`src/rtl/alu_issue.sv`:
```
// Decode/issue stage: registers one decoded RV32I entry for the ALU,
// with a valid/ready handshake and an issued-entry counter.
module alu_issue #(
  parameter int COUNT_W = 16
) (
  input  logic               clk,
  input  logic               rst_n,
  input  logic               flush,
  input  logic               inValid,
  output logic               inReady,
  input  logic [31:0]        instr,
  input  logic [31:0]        pc,
  input  logic [31:0]        rs1Data,
  input  logic [31:0]        rs2Data,
  output logic               outValid,
  input  logic               outReady,
  output logic [31:0]        aluA,
  output logic [31:0]        aluB,
  output logic [2:0]         aluOp,
  output logic [4:0]         rd,
  output logic               regWrite,
  output logic               isBranch,
  output logic               takeOnZero,
  output logic [31:0]        branchTarget,
  output logic               illegal,
  output logic [COUNT_W-1:0] issueCount
);

  typedef struct packed {
    logic [31:0] a;
    logic [31:0] b;
    logic [2:0]  op;
    logic [4:0]  rd;
    logic        rw;
    logic        br;
    logic        toz;
    logic [31:0] tgt;
    logic        ill;
  } ent_t;

  localparam logic [2:0] OP_ADD = 3'b000;
  localparam logic [2:0] OP_SUB = 3'b001;
  localparam logic [2:0] OP_AND = 3'b010;
  localparam logic [2:0] OP_OR  = 3'b011;
  localparam logic [2:0] OP_XOR = 3'b100;
  localparam logic [2:0] OP_SLL = 3'b101;
  localparam logic [2:0] OP_SRL = 3'b110;
  localparam logic [2:0] OP_LTU = 3'b111;

  localparam logic [6:0] OPC_R = 7'b0110011;
  localparam logic [6:0] OPC_I = 7'b0010011;
  localparam logic [6:0] OPC_B = 7'b1100011;

  logic [6:0]  opc;
  logic [2:0]  f3;
  logic [6:0]  f7;
  logic [31:0] imm_i;
  logic [31:0] imm_b;
  logic [31:0] shamt_r;
  logic [31:0] shamt_i;
  logic        ok;
  logic        accept;
  logic        unused_rs1;

  ent_t               dec;
  ent_t               ent_d, ent_q;
  logic               vld_d, vld_q;
  logic [COUNT_W-1:0] cnt_d, cnt_q;

  assign opc     = instr[6:0];
  assign f3      = instr[14:12];
  assign f7      = instr[31:25];
  assign imm_i   = {{20{instr[31]}}, instr[31:20]};
  assign imm_b   = {{19{instr[31]}}, instr[31], instr[7],
                    instr[30:25], instr[11:8], 1'b0};
  assign shamt_r = {27'b0, rs2Data[4:0]};
  assign shamt_i = {27'b0, instr[24:20]};

  // rs1 index is resolved by the register file before this stage
  assign unused_rs1 = ^instr[19:15];

  always_comb begin
    dec     = '0;
    ok      = 1'b0;
    dec.rd  = instr[11:7];
    dec.tgt = pc + imm_b;
    unique case (1'b1)
      opc == OPC_R: begin
        dec.a  = rs1Data;
        dec.b  = rs2Data;
        dec.rw = 1'b1;
        ok     = 1'b1;
        if (f7 == 7'b0100000 && f3 == 3'b000) begin
          dec.op = OP_SUB;
        end else if (f7 != 7'b0) begin
          ok = 1'b0;
        end else begin
          case (f3)
            3'b000: dec.op = OP_ADD;
            3'b111: dec.op = OP_AND;
            3'b110: dec.op = OP_OR;
            3'b100: dec.op = OP_XOR;
            3'b011: dec.op = OP_LTU;
            3'b001: begin
              dec.op = OP_SLL;
              dec.b  = shamt_r;
            end
            3'b101: begin
              dec.op = OP_SRL;
              dec.b  = shamt_r;
            end
            default: ok = 1'b0;
          endcase
        end
      end
      opc == OPC_I: begin
        dec.a  = rs1Data;
        dec.b  = imm_i;
        dec.rw = 1'b1;
        ok     = 1'b1;
        case (f3)
          3'b000: dec.op = OP_ADD;
          3'b111: dec.op = OP_AND;
          3'b110: dec.op = OP_OR;
          3'b100: dec.op = OP_XOR;
          3'b011: dec.op = OP_LTU;
          3'b001: begin
            dec.op = OP_SLL;
            dec.b  = shamt_i;
            ok     = (f7 == 7'b0);
          end
          3'b101: begin
            dec.op = OP_SRL;
            dec.b  = shamt_i;
            ok     = (f7 == 7'b0);
          end
          default: ok = 1'b0;
        endcase
      end
      opc == OPC_B: begin
        dec.a  = rs1Data;
        dec.b  = rs2Data;
        dec.br = 1'b1;
        ok     = 1'b1;
        case (f3)
          3'b000: begin
            dec.op  = OP_SUB;
            dec.toz = 1'b1;
          end
          3'b001: dec.op = OP_SUB;
          3'b110: dec.op = OP_LTU;
          3'b111: begin
            dec.op  = OP_LTU;
            dec.toz = 1'b1;
          end
          default: ok = 1'b0;
        endcase
      end
      default: ok = 1'b0;
    endcase
    dec.rw = dec.rw && ok && (dec.rd != 5'd0);
    // illegal entries still flow through, but as an inert ADD 0,0
    if (!ok) begin
      dec.a   = '0;
      dec.b   = '0;
      dec.op  = OP_ADD;
      dec.rw  = 1'b0;
      dec.br  = 1'b0;
      dec.toz = 1'b0;
      dec.ill = 1'b1;
    end
  end

  assign inReady = !flush && (!vld_q || outReady);
  assign accept  = inValid && inReady;

  always_comb begin
    vld_d = !flush && (accept || (vld_q && !outReady));
    ent_d = accept ? dec : ent_q;
    cnt_d = cnt_q + {{(COUNT_W-1){1'b0}}, vld_q && outReady};
  end

  always_ff @(posedge clk or negedge rst_n) begin
    if (!rst_n) begin
      vld_q <= 1'b0;
      ent_q <= '0;
      cnt_q <= '0;
    end else begin
      vld_q <= vld_d;
      ent_q <= ent_d;
      cnt_q <= cnt_d;
    end
  end

  assign outValid     = vld_q;
  assign aluA         = ent_q.a;
  assign aluB         = ent_q.b;
  assign aluOp        = ent_q.op;
  assign rd           = ent_q.rd;
  assign regWrite     = ent_q.rw;
  assign isBranch     = ent_q.br;
  assign takeOnZero   = ent_q.toz;
  assign branchTarget = ent_q.tgt;
  assign illegal      = ent_q.ill;
  assign issueCount   = cnt_q;

endmodule

```
`config.mk`:
```
export PLATFORM = sky130hd
export DESIGN_NAME = alu_issue
export DESIGN_NICKNAME = d
export VERILOG_FILES = /design/src/rtl/alu_issue.sv
export SDC_FILE = /design/constraint.sdc
export NUM_CORES = 1
export LEC_CHECK = 0
export ABC_AREA = 1
export CAP_MARGIN = 20
export CORE_AREA = 2 2 131 133
export DETAILED_ROUTE_END_ITERATION = 7
export DIE_AREA = 0 0 133 135
export PLACE_DENSITY = 0.83
export SLEW_MARGIN = 20
export SYNTH_ARGS = -nofsm -noshare
export SYNTH_HDL_FRONTEND = slang
export SYNTH_SLANG_ARGS = --single-unit
```
`constraint.sdc`:
```
create_clock -name clk -period 4.8 [get_ports clk]
set_input_delay 0.72 -clock clk [delete_from_list [all_inputs] [get_ports clk]]
set_output_delay 0.72 -clock clk [all_outputs]
set_load 0.01 [all_outputs]
```
==> qor.txt, run 1 <==
Worst hold path type -> input port to async pin
PostCTS Resize Cnt -> 0
Standard-cell row count -> 47
Post-synthesis async set-or-reset flop share -> 100%
1st-iter DRT viols -> 670
Clock latency of the later-clocked register in the worst-skew pair -> 420 ps
Synthesized Nets -> 1364
Leakage power -> 6.00 nW
Antenna diode count -> 0
Worst path setup slack after routing -> 1570 ps
Synthesis-to-layout area growth -> 40.8%
Final min period -> 3230 ps
Most used cell, CP -> sky130_fd_sc_hd__nand2_1
Number of I/O pins -> 259
Chip Height -> 135 microns
Maxcap violations -> 0
Final number of max-transition violations -> 0
Post CTS Setup Buffer Count -> 0
Slew at the pin closest to its max-slew limit -> 1050 ps
Critical Path Fanout Max -> 22
Placed wire-length estimate after detailed placement -> 19400 microns
Primary FF master, synth -> sky130_fd_sc_hd__dfrtp_1
Post-route clock skew -> 7.18 ps
Crit-path leading delay family -> simple AND/OR/NAND/NOR gates
Sequential element share of the synthesized area -> 38.6%
Count of buffers inserted at the top-level ports -> 253
First-pass GRT wire length -> 42500 microns
Clock root cell -> sky130_fd_sc_hd__clkbuf_16
Achievable frequency -> 0.310 GHz
Number of register bits inferred by synthesis -> 125
CP arrival -> 3540 ps
Critical path's largest stage delay -> 970 ps
Longest Clk Path Bufs -> 2
Share of final-layout standard cells stronger than drive strength 1 -> 3.59%
Final antenna-violating net count -> 0
Power Density -> 296 mW/mm^2
Run status -> finished, final reports clean
Critical path required time -> 5110 ps
Overall routing resource usage -> 29.9%
Peak supply drop -> 0.257 mV
Average footprint of a synthesized cell -> 6.76 sq um
Relative slew slack -> 29.7%
Count of final setup violators -> 0
Post-synthesis cell count -> 1198
Routed wire per std cell -> 15.8 microns
Total clock buffers created by CTS -> 17
Number of nets in the layout -> 1601
Type of element capturing the critical path -> flip-flop
Number of warnings reported in the yosys synthesis log -> 0
Largest net degree at the start of global routing -> 83
Max stage delay cell, worst path -> sky130_fd_sc_hd__clkdlybuf4s50_1
Vias after detailed routing -> 8600
Detailed-routing iteration count for the pre-antenna-repair pass -> 6
Final Hold Fails -> 0
# hold bufs at CTS -> 0
Unrepaired setup endpoints after global routing -> false
DRC viols -> 0
Remaining global-route overflow -> 0
Final period utilization -> 67.2%
Clock tree from TritonCTS -> done
Worst Setup Path Type -> input port to flip-flop
Synthesized area -> 0.00810 sq mm
Chain of cells forming the critical path -> clkdlybuf4s50_1, ha_1, nand2_1, nor2_1, and2_1, nand2_1, nand2_1, nand2_1, nand2_1, nand2_1, nand3_1, nand2_1
Clk slew on worst S/H paths -> 60 ps
Floorplan Core Area -> 0.0164 sq mm
Chip width -> 133 microns
Via count of the first global-routing pass -> 8248
Crit start category -> input port
GP Congestion -> 0.921
Number of enable flip-flop cells after synthesis -> 0
Per-cell via count in the routed design -> 5.16
DIE AREA -> 0.0180 sq mm
Count of different cell masters after synthesis -> 34
Routed wire length -> 26300 microns
Antenna violations before repair -> 0
Combined buffer and inverter count along the critical path -> 1
CTS H-tree lvls -> 4
Layout fillers -> 1329
Starting Density -> 49.3%
Clock sink total -> 125
Setup_tns -> 0 ps
Post-placement worst setup slack -> 1220 ps
-- through the flow --
stage | total power [mW] | cell area (sq um) | instances | util (%) | hold slack (ps)
3_3_place_gp | 2.03 | 10800 | 1636 | 65.7 | 459
2_1_floorplan | 1.60 | 8100 | 1198 | - | 424
3_5_place_dp | 2.05 | 10800 | 1636 | 65.7 | 464
5_1_grt | 3.54 | 11400 | 1668 | 69.5 | 353
6_report | 3.38 | 11400 | 1668 | 69.5 | 323
4_1_cts | 3.40 | 11400 | 1668 | 69.5 | 335
-- worst paths after layout --
kind	startpoint	end	cells past startpoint	slack (ps)
max	instr[31]	branchTarget[23]	12	1570
min	rst_n	branchTarget[2]	1	320
max reg2reg	outValid	aluB[0]	6	2510
min reg2reg	branchTarget[31]	branchTarget[31]	2	480
max in group asynchronous	rst_n	aluA[10]	2	3490
min in group clk	branchTarget[31]	branchTarget[31]	2	480
-- area by class of cell --
| class | count | area (sq um) | area share (%) |
|---|---|---|---|
| Sequential cell | 125 | 3130 | 27.4 |
| Inverter | 162 | 608 | 5.34 |
| Tap cell | 220 | 275 | 2.42 |
| Clock buffer | 18 | 439 | 3.85 |
| Clock inverter | 14 | 171 | 1.50 |
| Timing Repair Buffer | 261 | 2600 | 22.8 |
| Multi-Input combinational cell | 868 | 4170 | 36.6 |
-- worst register-to-register path, stage by stage (launching register included) --
cell and delay (ps):
sky130_fd_sc_hd__dfrtp_1 410, sky130_fd_sc_hd__a21oi_1 290, sky130_fd_sc_hd__nand2_4 370, sky130_fd_sc_hd__inv_2 430
sky130_fd_sc_hd__buf_4 460, sky130_fd_sc_hd__nand3_1 170, sky130_fd_sc_hd__nand2_1 90
-- layer usage --
layer / global-route usage (%) / up-vias / share of wire (%)
met4: 12.2 / 0 / 3.8
met1: 36.2 / 3965 / 41
li1: - / 4238 / -
met5: 0 / - / 0
met2: 51.6 / 329 / 48
met3: 7.06 / 68 / 7.1
-- where the power goes --
group	internal, mW	switching (mW)
clock	0.799	0.536
combinational	0.393	0.432
sequential	1.15	0.0685
-- logic make-up after synthesis --
| kind of cell | count (synthesis) | synth area share [%] |
|---|---|---|
| AO/OA/AOI/OAI | 108 | 7.63 |
| XOR/XNOR | 28 | 3.03 |
| adder cells (fa/ha/maj) | 33 | 5.19 |
| buffers and inverters | 205 | 9.94 |
| flip-flops | 125 | 38.6 |
| AND/OR/NAND/NOR | 699 | 35.6 |
-- synth_stat cells, types with 6 or more instances --
master / instances / area [sq um]
sky130_fd_sc_hd__inv_1: 159 / 597
sky130_fd_sc_hd__dfrtp_1: 125 / 3130
sky130_fd_sc_hd__clkbuf_1: 27 / 101
sky130_fd_sc_hd__xnor2_1: 16 / 140
sky130_fd_sc_hd__o211ai_1: 27 / 203
sky130_fd_sc_hd__nand2_1: 501 / 1880
sky130_fd_sc_hd__ha_1: 32 / 400
sky130_fd_sc_hd__o21ai_0: 51 / 255
sky130_fd_sc_hd__a21oi_1: 24 / 120
sky130_fd_sc_hd__nor2_1: 51 / 191
sky130_fd_sc_hd__buf_2: 10 / 50.1
sky130_fd_sc_hd__nor3_1: 11 / 55.1
sky130_fd_sc_hd__nand4_1: 6 / 37.5
sky130_fd_sc_hd__nand3_1: 115 / 576
sky130_fd_sc_hd__xor2_1: 12 / 105
-- flip-flops by register name, summed over array words and instances, names as in the netlist, 3 cells and up --
register	count
rd	5
aluOp	3
issueCount	16
aluB	32
branchTarget	32
aluA	32
-- placed cells by master (no fill, tap or decap), types with 2 or more instances in the layout --
| cell type | count |
|---|---|
| sky130_fd_sc_hd__nand4_1 | 6 |
| sky130_fd_sc_hd__clkbuf_16 | 17 |
| sky130_fd_sc_hd__a21oi_1 | 24 |
| sky130_fd_sc_hd__buf_4 | 8 |
| sky130_fd_sc_hd__bufinv_16 | 2 |
| sky130_fd_sc_hd__clkdlybuf4s50_1 | 252 |
| sky130_fd_sc_hd__inv_8 | 3 |
| sky130_fd_sc_hd__nand2_2 | 2 |
| sky130_fd_sc_hd__dfrtp_1 | 125 |
| sky130_fd_sc_hd__clkinv_4 | 3 |
| sky130_fd_sc_hd__o21ai_0 | 51 |
| sky130_fd_sc_hd__inv_6 | 5 |
| sky130_fd_sc_hd__ha_1 | 32 |
| sky130_fd_sc_hd__xor2_1 | 12 |
| sky130_fd_sc_hd__inv_2 | 3 |
| sky130_fd_sc_hd__and2_1 | 4 |
| sky130_fd_sc_hd__nand2_1 | 500 |
| sky130_fd_sc_hd__nor3_1 | 11 |
| sky130_fd_sc_hd__o21ai_1 | 2 |
| sky130_fd_sc_hd__inv_1 | 159 |
| sky130_fd_sc_hd__xnor2_1 | 16 |
| sky130_fd_sc_hd__o211ai_1 | 27 |
| sky130_fd_sc_hd__nand3b_1 | 3 |
| sky130_fd_sc_hd__nand3_1 | 115 |
| sky130_fd_sc_hd__nor2_1 | 51 |
Note: power is estimated with default switching activity, not from simulation.
==> run 2: changes to the inputs <==
- CORE_AREA: 2 2 131 133 -> 2 2 135 137
- DIE_AREA: 0 0 133 135 -> 0 0 137 139
- PLACE_DENSITY: 0.83 -> 0.79
- clock period: 4.8 -> 3.3 ns (I/O delays scaled with it)
==> run 2 against run 1 <==
- worst setup slack got worse by 730 ps
- final cell count up 1.0%
- final area up 0.60%
- sequential share of layout area down 0.16 points
- total power grew 42%
- routed wire length decreased by 2.3%
==> qor.txt, run 2 (same netlist as run 1, synthesis figures left out) <==
Run status -> finished, final reports clean (unchanged)
Clock root cell -> sky130_fd_sc_hd__clkbuf_16 (unchanged)
Leakage power -> 6.03 nW (was 6.00 nW)
Switching share of power -> 32.1% (was 30.7%)
Part of the power in registers -> 36.9% (was 36.0%)
Final antenna-violating net count -> 0 (unchanged)
Chip Height -> 139 microns (was 135 microns)
Final Instance Count excl. Fillers -> 1685 (was 1668)
1st-iter DRT viols -> 600 (was 670)
First-pass GRT wire length -> 40700 microns (was 42500 microns)
Total clock buffers created by CTS -> 17 (unchanged)
Via count of the first global-routing pass -> 8127 (was 8248)
Worst hold path type -> input port to async pin (unchanged)
Overall routing resource usage -> 27.1% (was 29.9%)
PostCTS Resize Cnt -> 0 (unchanged)
Routed wire length -> 25700 microns (was 26300 microns)
Area of the multi-input gates -> 0.00417 sq mm (unchanged)
Switching Power -> 1.54 mW (was 1.04 mW)
Crit start category -> input port (unchanged)
# hold bufs at CTS -> 0 (unchanged)
Per-cell via count in the routed design -> 5.08 (was 5.16)
Floorplan Core Area -> 0.0177 sq mm (was 0.0164 sq mm)
CP arrival -> 2760 ps (was 3540 ps)
Chip width -> 137 microns (was 133 microns)
Clock tree from TritonCTS -> done (unchanged)
Placed cell count -> 1653 (was 1636)
Type of element capturing the critical path -> flip-flop (unchanged)
Combined flip-flop and latch cell area -> 0.00313 sq mm (unchanged)
Remaining global-route overflow -> 0 (unchanged)
Most used cells in the layout excluding fill and tap cells -> sky130_fd_sc_hd__nand2_1, sky130_fd_sc_hd__clkdlybuf4s50_1, sky130_fd_sc_hd__inv_1 (unchanged)
Clock share of power -> 38.0% (was 39.5%)
Relative slew slack -> 56.7% (was 29.7%)
Antenna diode count -> 0 (unchanged)
Routed wire per std cell -> 15.3 microns (was 15.8 microns)
Combined buffer and inverter count along the critical path -> 2 (was 1)
Final period utilization -> 74.3%
Critical path required time -> 3600 ps (was 5110 ps)
Number of I/O pins -> 259 (unchanged)
Final min period -> 2450 ps
Final number of max-transition violations -> 0 (unchanged)
Unrepaired setup endpoints after global routing -> false (unchanged)
Crit-path leading delay family -> simple AND/OR/NAND/NOR gates (unchanged)
Achievable frequency -> 0.408 GHz
Vias after detailed routing -> 8555 (was 8600)
Worst Setup Path Type -> input port to flip-flop (unchanged)
DRC viols -> 0 (unchanged)
Critical Path Stages -> 11 (was 12)
GP Congestion -> 0.924 (was 0.921)
Standard-cell row count -> 49 (was 47)
Chain of cells forming the critical path -> clkdlybuf4s50_1, nand2_1, inv_1, ha_1, ha_1, nand3_1, nor3_1, nand3_1, nor3_1, nand3_1, xor2_1 (was clkdlybuf4s50_1, ha_1, nand2_1, nor2_1, and2_1, nand2_1, nand2_1, nand2_1, nand2_1, nand2_1, nand3_1, nand2_1)
Largest net degree at the start of global routing -> 97 (was 83)
Post-route clock skew -> 9.61 ps (was 7.18 ps)
Most used cell, CP -> sky130_fd_sc_hd__nand3_1 (was sky130_fd_sc_hd__nand2_1)
DIE AREA -> 0.0190 sq mm (was 0.0180 sq mm)
Maxcap violations -> 0 (unchanged)
Most frequent standard cell in the layout excluding fill and tap cells -> sky130_fd_sc_hd__nand2_1 (unchanged)
Power Density -> 418 mW/mm^2 (was 296 mW/mm^2)
Count of final setup violators -> 0 (unchanged)
Detailed-routing iteration count for the pre-antenna-repair pass -> 5 (was 6)
Starting Density -> 45.9% (was 49.3%)
Peak supply drop -> 0.371 mV (was 0.257 mV)
Share of final-layout standard cells stronger than drive strength 1 -> 4.12% (was 3.59%)
Critical path's largest stage delay -> 490 ps (was 970 ps)
Post CTS Setup Buffer Count -> 0 (unchanged)
Antenna violations before repair -> 0 (unchanged)
Synthesis-to-layout area growth -> 41.6% (was 40.8%)
Longest Clk Path Bufs -> 2 (unchanged)
Clk slew on worst S/H paths -> 70 ps (was 60 ps)
Placed wire-length estimate after detailed placement -> 19200 microns (was 19400 microns)
Setup_tns -> 0 ps (unchanged)
Max stage delay cell, worst path -> sky130_fd_sc_hd__clkdlybuf4s50_1 (unchanged)
Portion of total power attributed to combinational logic -> 25.1% (was 24.4%)
CTS H-tree lvls -> 4 (unchanged)
Clock sink total -> 125 (unchanged)
Design internal power -> 3.25 mW (was 2.34 mW)
Count of buffers inserted at the top-level ports -> 253 (unchanged)
Layout fillers -> 1582 (was 1329)
Slew at the pin closest to its max-slew limit -> 647 ps (was 1050 ps)
Final Hold Fails -> 0 (unchanged)
Worst reg2reg path depth -> 10 (was 6)
Clock latency of the later-clocked register in the worst-skew pair -> 420 ps (about the same)
Number of nets in the layout -> 1609 (was 1601)
Critical Path Fanout Max -> 3 (was 22)
==> run 2: routing by layer <==
metal	vias to the layer above	global-route usage [%]	wire length (microns)
met5	-	0	0
met4	0	10.5	912
met3	65	6.14	2040
met2	351	46.3	12400
met1	3885	32.8	10400
li1	4254	-	-
==> run 2: area by class of cell <==
type / count / area share, %
Inverter: 162 / 5.30
Tap cell: 229 / 2.50
Clock buffer: 17 / 3.71
Multi-Input combinational cell: 868 / 36.4
Sequential cell: 125 / 27.3
Timing Repair Buffer: 269 / 23.6
Clock inverter: 15 / 1.27
==> run 2: metrics by stage <==
stage | instance area, sq um | setup slack, ps | hold slack [ps] | total power [mW] | util [%]
CTS | 11500 | 834 | 87.3 | 4.82 | 64.9
global route | 11500 | 649 | 101 | 5.02 | 64.9
global placement | 10900 | 532 | 461 | 2.97 | 61.7
detailed placement | 10900 | 453 | 463 | 2.99 | 61.7
floorplan | 8100 | 1270 | 199 | 2.33 | -
finish | 11500 | 848 | 73.3 | 4.79 | 64.9
==> run 2: worst paths after layout <==
check,startpoint,endpoint,slack [ps]
max in group asynchronous,rst_n,aluB[20],2500
min,rst_n,branchTarget[10],70
min in group clk,issueCount[15],issueCount[15],470
max,outReady,issueCount[14],850
min reg2reg,issueCount[15],issueCount[15],470
max reg2reg,outValid,issueCount[14],1010
==> run 2: power groups by stage <==
stage	clock [mW]	sequential, mW	combinational, mW
2_1_floorplan	0	1.85	0.479
3_3_place_gp	0	1.78	1.19
3_5_place_dp	0	1.79	1.20
4_1_cts	1.85	1.77	1.21
5_1_grt	1.92	1.78	1.33
6_report	1.82	1.77	1.20
